==> src/rtl/sigmoid_backprop_if.sv <==
// Operand/result handshake bundle for sigmoid_backprop.
// With SIGMOID_BP_LR_EN defined, the bundle also carries lr_shift.
interface sigmoid_backprop_if #(
  parameter int DATA_W = 16
);
  logic              in_valid;
  logic              in_ready;
  logic [DATA_W-1:0] act_in;
  logic [DATA_W-1:0] err_in;
  logic              out_valid;
  logic              out_ready;
  logic [DATA_W-1:0] delta_out;
`ifdef SIGMOID_BP_LR_EN
  logic [2:0]        lr_shift;

  modport master (
    output in_valid, act_in, err_in, out_ready, lr_shift,
    input  in_ready, out_valid, delta_out
  );
  modport slave (
    input  in_valid, act_in, err_in, out_ready, lr_shift,
    output in_ready, out_valid, delta_out
  );
`else
  modport master (
    output in_valid, act_in, err_in, out_ready,
    input  in_ready, out_valid, delta_out
  );
  modport slave (
    input  in_valid, act_in, err_in, out_ready,
    output in_ready, out_valid, delta_out
  );
`endif
endinterface

==> src/rtl/sigmoid_backprop.sv <==
// Sigmoid backward pass: delta = err * a * (1 - a), Q8.8, two bit-serial multiplies.
// Optional macro SIGMOID_BP_LR_EN adds lr_shift, giving delta = p2 >>> (8 + lr_shift).
module sigmoid_backprop #(
  parameter int DATA_W = 16
) (
  input  logic               clk,
  input  logic               rst_n,
  sigmoid_backprop_if.slave  bus
);
  typedef enum logic [1:0] {IDLE, MUL1, MUL2, DONE} state_t;

  state_t             r_state;
  state_t             w_state_next;
  logic [DATA_W-1:0]  r_ac;
  logic [DATA_W-1:0]  r_err;
  logic [DATA_W-1:0]  r_d;
  logic [DATA_W-1:0]  r_delta;
  logic [3:0]         r_count;
  logic [31:0]        r_acc;
  logic [DATA_W-1:0]  w_ac_clamp;
  logic [DATA_W-1:0]  w_mul1_op;
  logic [31:0]        w_mul1_term;
  logic [31:0]        w_mul2_term;
  logic [31:0]        w_acc_next;
  logic [4:0]         w_shamt;
  logic [DATA_W-1:0]  w_delta_next;
  logic               w_last;

`ifdef SIGMOID_BP_LR_EN
  logic [2:0]         r_lr;
  assign w_shamt = 5'd8 + {2'b00, r_lr};
`else
  assign w_shamt = 5'd8;
`endif

  // Negative activations clamp to 0, anything above 1.0 clamps to 1.0.
  assign w_ac_clamp = bus.act_in[15] ? 16'h0000 :
                      (bus.act_in > 16'h0100) ? 16'h0100 : bus.act_in;

  assign w_mul1_op   = 16'h0100 - r_ac;
  assign w_mul1_term = w_mul1_op[r_count] ? ({16'h0000, r_ac} << r_count) : 32'h0;
  // d is never negative, so adding shifted sign-extended err yields the signed product.
  assign w_mul2_term = r_d[r_count] ? ({{16{r_err[15]}}, r_err} << r_count) : 32'h0;
  assign w_acc_next  = r_acc + ((r_state == MUL1) ? w_mul1_term : w_mul2_term);
  assign w_delta_next = DATA_W'($signed(w_acc_next) >>> w_shamt);
  assign w_last = (r_count == 4'd15);

  always_ff @(posedge clk) begin
    if (!rst_n) begin
      r_state <= IDLE;
    end else begin
      r_state <= w_state_next;
    end
  end

  always_comb begin
    w_state_next = r_state;
    case (r_state)
      IDLE: if (bus.in_valid) w_state_next = MUL1;
      MUL1: if (w_last) w_state_next = MUL2;
      MUL2: if (w_last) w_state_next = DONE;
      DONE: if (bus.out_ready) w_state_next = IDLE;
      default: w_state_next = IDLE;
    endcase
  end

  always_comb begin
    bus.in_ready  = (r_state == IDLE);
    bus.out_valid = (r_state == DONE);
  end

  assign bus.delta_out = r_delta;

  always_ff @(posedge clk) begin
    if (!rst_n) begin
      r_ac    <= '0;
      r_err   <= '0;
      r_d     <= '0;
      r_delta <= '0;
      r_count <= '0;
      r_acc   <= '0;
`ifdef SIGMOID_BP_LR_EN
      r_lr    <= '0;
`endif
    end else begin
      case (r_state)
        IDLE: begin
          if (bus.in_valid) begin
            r_ac    <= w_ac_clamp;
            r_err   <= bus.err_in;
            r_count <= '0;
            r_acc   <= '0;
`ifdef SIGMOID_BP_LR_EN
            r_lr    <= bus.lr_shift;
`endif
          end
        end
        MUL1: begin
          r_count <= r_count + 4'd1;
          if (w_last) begin
            r_d   <= w_acc_next[23:8];
            r_acc <= '0;
          end else begin
            r_acc <= w_acc_next;
          end
        end
        MUL2: begin
          r_count <= r_count + 4'd1;
          if (w_last) begin
            r_delta <= w_delta_next;
            r_acc   <= '0;
          end else begin
            r_acc <= w_acc_next;
          end
        end
        default: ;
      endcase
    end
  end
endmodule
==> src/flat_wrapper.sv <==
// flat-port wrapper written by rule: the top's interface ports become plain ports
module sigmoid_backprop_flat 
#(
  parameter int DATA_W = 16
)
  (clk, rst_n, bus_in_valid, bus_act_in, bus_err_in, bus_out_ready, bus_in_ready, bus_out_valid, bus_delta_out);
  sigmoid_backprop_if #(.DATA_W(DATA_W)) bus_i ();
  input  logic clk;
  input  logic rst_n;
  input wire logic [$bits(bus_i.in_valid)-1:0] bus_in_valid;
  input wire logic [$bits(bus_i.act_in)-1:0] bus_act_in;
  input wire logic [$bits(bus_i.err_in)-1:0] bus_err_in;
  input wire logic [$bits(bus_i.out_ready)-1:0] bus_out_ready;
  output wire logic [$bits(bus_i.in_ready)-1:0] bus_in_ready;
  output wire logic [$bits(bus_i.out_valid)-1:0] bus_out_valid;
  output wire logic [$bits(bus_i.delta_out)-1:0] bus_delta_out;
  assign bus_i.in_valid = bus_in_valid;
  assign bus_i.act_in = bus_act_in;
  assign bus_i.err_in = bus_err_in;
  assign bus_i.out_ready = bus_out_ready;
  assign bus_in_ready = bus_i.in_ready;
  assign bus_out_valid = bus_i.out_valid;
  assign bus_delta_out = bus_i.delta_out;
  sigmoid_backprop #(.DATA_W(DATA_W)) u_core (.clk(clk), .rst_n(rst_n), .bus(bus_i));
endmodule
==> config.mk <==
export PLATFORM = sky130hd
export DESIGN_NAME = sigmoid_backprop_flat
export DESIGN_NICKNAME = d
export VERILOG_FILES = /design/src/rtl/sigmoid_backprop_if.sv /design/src/rtl/sigmoid_backprop.sv /design/src/flat_wrapper.sv
export SDC_FILE = /design/constraint.sdc
export NUM_CORES = 1
export LEC_CHECK = 0
export ABC_CLOCK_PERIOD_IN_PS = 9500
export CORE_MARGIN = 4
export CORE_UTILIZATION = 35
export DETAILED_ROUTE_END_ITERATION = 16
export PLACE_DENSITY = 0.5
export SLEW_MARGIN = 20
export SYNTH_ARGS = -nofsm -noshare
export SYNTH_HDL_FRONTEND = slang
export SYNTH_SLANG_ARGS = --single-unit
==> constraint.sdc <==
create_clock -name clk -period 9.5 [get_ports clk]
set_clock_uncertainty 0.2 [all_clocks]
set_input_delay 1.425 -clock clk [delete_from_list [all_inputs] [get_ports clk]]
set_output_delay 1.425 -clock clk [all_outputs]
set_load 0.1 [all_outputs]
==> metrics.txt <==
RD Place Congestion=0.8671; post-cts sizing count=0; Post-Route WL=21020 microns; Worst setup SP type=register; overall routing resource usage=18.78%; ys flop type=dfxtp_1; ANT nets after route=0; die area=22580 sq um; via/cell ratio=5.496; endpoints failing hold=0; CTS Buf Count=9; via count of the routed design=6656; Critical path origin=u_core.r_ac[0]$_SDFFE_PN0P_; CP Class=register to register; vias in the first global route=6347; Nets=1010; Final Max Tran Viols=0; max_cap viols=0; FP Rows=51; Design Power=1.374 mW; Static Leak=2.961 nW; async set-or-reset flop fraction in the synthesized netlist=0%; H-tree Lvls=3; Slew @ Worst Pin=0.9885 ns; hold buffer count at CTS=0; Yosys reg bits=93; Critical R2R Launch=u_core.r_ac[0]$_SDFFE_PN0P_; Peak VDD IR=77.32 uV; average instance area after synthesis=7.592 sq um; min-delay src=u_core.bus.delta_out[8]$_SDFFE_PN0P_; PwrDens=170.5 nW/um^2; total grt overflow=0; DR pass1 iterations=5; Setup Buffers After CTS=0; Crit path required time=9.54 ns; routed length per instance=17.36 microns; die width=150.3 microns; cell total after placement=1195; arrival time worst endpoint=5.91 ns; maximum clock rate=0.1703 GHz; DRT iter0 DRCs=417; Root Driver=clkbuf_16; DRC Markers=0; Diodes inserted=0; dpl ws=3.776 ns; global-route wire length before repair=34130 microns; layout cells sized above 1=7.188%; Worst slew margin=33.89%; Bufs on Longest Clock Path=2; initial antenna violation count=0; register area share after synthesis=26.29%; GR met3 Demand/Resource=2.830%; input/output buffers=53; Initial Util=36.04%; number of synthesized flops with an enable pin=0; CP max stage delay=0.62 ns; CP Capture Type=register; min cycle time layout=5.871 ns; top cells by area, synth=dfxtp_1, nand2_1, ha_1; Sink Count=93; fin worst setup slack=3.629 ns; CTS tree=built; io pins=54; Fillers=2143; Synth Instances=933; Crit Path Max Fanout=12; GRT Max-Usage Layer=met2; die height=150.3 microns; layout overhead on the synthesized area=13.81%; unrepaired setup endpoints after global routing=no; non-filler cells, final=1211; Top delay family on crit path=simple AND/OR/NAND/NOR gates; highest-delay cell along the critical path=or4b_2; Final period util=61.80%; status=finished clean; half-perimeter wire length after detailed placement=15250 microns; CP cell instances=inv_1 -> ha_1 -> or3b_2 -> nor3_1 -> xor2_1 -> mux4_2 -> a211oi_4 -> or2b_1 -> nand2_2 -> o22ai_2 -> ha_1 -> and4_1 -> and3b_1 -> o21a_1 -> o21ai_0 -> a21boi_0 -> o21ai_0 -> or4b_2 -> o311ai_0; largest net degree at the start of global routing=108; Buf/Inv on CP=1; top cell type's share of synthesized area=26.29%; final setup fails=0; Distinct cells, synth=68; Tightest Hold Check Type=register to register; Synth area leader=dfxtp_1; Post-Synthesis Cell Area=7083 sq um; TNS Setup=0 ns; met2 Resource Use GR=30.30%; Reg clk slew, reported paths=0.07 ns; Core ar.=19650 sq um; Clk Latency, worst-skew pair=0.36 ns; Synth warnings=0; Syn Nets=1002; global-route met1 utilization=26.56%
-- per-stage QoR --
stage	area, sq um	hold WS (ns)	util, %
6_report	8061	0.2642	41.02
3_5_place_dp	7756	0.2583	39.46
4_1_cts	8061	0.2692	41.02
5_1_grt	8061	0.2917	41.02
3_3_place_gp	7756	0.2526	39.46
2_1_floorplan	7083	0.2383	-
-- report_power, final --
part	switching (mW)	total, mW	leakage, nW	internal [mW]
clock network	0.175	0.386	0.150	0.210
registers	0.0229	0.433	0.753	0.410
logic	0.380	0.556	2.06	0.175
total	0.579	1.37	2.96	0.796
-- cell usage in the layout, fill, tap and decap left out, types with 7 or more instances in the layout --
| cell type | instances |
|---|---|
| a21boi_0 | 37 |
| buf_4 | 11 |
| nor2b_1 | 40 |
| mux2i_1 | 28 |
| dfxtp_1 | 91 |
| a22oi_1 | 26 |
| inv_1 | 16 |
| and3_1 | 9 |
| nand2_1 | 150 |
| mux4_2 | 10 |
| o22ai_1 | 13 |
| o21a_1 | 8 |
| nand2b_1 | 9 |
| a211oi_1 | 10 |
| clkbuf_16 | 9 |
| o21ai_0 | 58 |
| nor4_1 | 7 |
| or3_1 | 10 |
| xnor2_1 | 8 |
| a21oi_1 | 63 |
| nor2_1 | 57 |
| clkdlybuf4s50_1 | 52 |
| ha_1 | 32 |
| nand3_1 | 38 |
| a31oi_1 | 9 |
| nor3_1 | 17 |
| and2_1 | 13 |
| mux2_2 | 12 |
| xor2_1 | 12 |
-- per-layer routing --
layer | vias up | part of all wire (%)
met3 | 16 | 3.5
met4 | 0 | 1.2
met5 | - | 0
met1 | 3130 | 50
met2 | 112 | 45
li1 | 3398 | -
-- state kept, by name, summed over array words and instances (netlist names) --
| register | flops |
|---|---|
| u_core.r_err | 16 |
| u_core.r_d | 16 |
| u_core.r_count | 4 |
| u_core.r_state | 2 |
| u_core.r_ac | 15 |
| u_core.bus.delta_out | 16 |
| u_core.r_acc | 24 |
-- worst paths after layout --
check,slack (ns),depth (start not counted),endpoint
setup / recovery,3.63,19,u_core.r_d[9]$_SDFFE_PN0P_
hold / removal,0.26,2,u_core.bus.delta_out[8]$_SDFFE_PN0P_
setup reg to reg,3.63,19,u_core.r_d[9]$_SDFFE_PN0P_
hold reg to reg,0.26,2,u_core.bus.delta_out[8]$_SDFFE_PN0P_
-- cell families (layout without fill, tap and decap cells) --
| logic type | Yosys count | in the layout | share of synthesized area, % |
|---|---|---|---|
| AND/OR/NAND/NOR | 373 | 373 | 25.30 |
| AO/OA/AOI/OAI | 281 | 281 | 26.25 |
| flip-flops | 93 | 93 | 26.29 |
| buffers and inverters | 83 | 96 | 4.716 |
| multiplexers | 50 | 50 | 9.044 |
| adder cells (fa/ha/maj) | 33 | 33 | 5.935 |
| XOR/XNOR | 20 | 20 | 2.473 |
-- layout make-up --
| class | instances | area, sq um | share of cell area [%] |
|---|---|---|---|
| clock buffers | 10 | 229.0 | 2.840 |
| repair buffers | 64 | 608.1 | 7.543 |
| inverters | 16 | 60.06 | 0.7450 |
| well taps | 265 | 331.6 | 4.113 |
| clock inverters | 6 | 76.32 | 0.9468 |
| multi-input cells | 757 | 4892 | 60.69 |
| flip-flops and latches | 93 | 1864 | 23.13 |
-- cells in the mapped netlist, drive strengths merged, types with 7 or more instances --
| master | count |
|---|---|
| inv | 16 |
| a211oi | 11 |
| xor2 | 12 |
| mux2i | 28 |
| and3 | 9 |
| buf | 16 |
| nand2b | 9 |
| and2 | 13 |
| a21boi | 37 |
| nor3 | 17 |
| xnor2 | 8 |
| a21oi | 63 |
| o21a | 8 |
| o21ai | 62 |
| dfxtp | 93 |
| nand2 | 151 |
| ha | 32 |
| or3 | 10 |
| nor2 | 57 |
| mux4 | 10 |
| a31oi | 9 |
| a22oi | 26 |
| mux2 | 12 |
| clkbuf | 51 |
| nor2b | 40 |
| o22ai | 17 |
| nor4 | 7 |
| nand3 | 38 |
-- worst min-delay path: cells and delay by family, from the launching register on --
kind | cells | cell delay, ns
and+or+nand+nor | 1 | 0.05
AOI/OAI and AO/OA | 1 | 0.06
DFF | 1 | 0.31
Power figures use the tool's default switching activity.
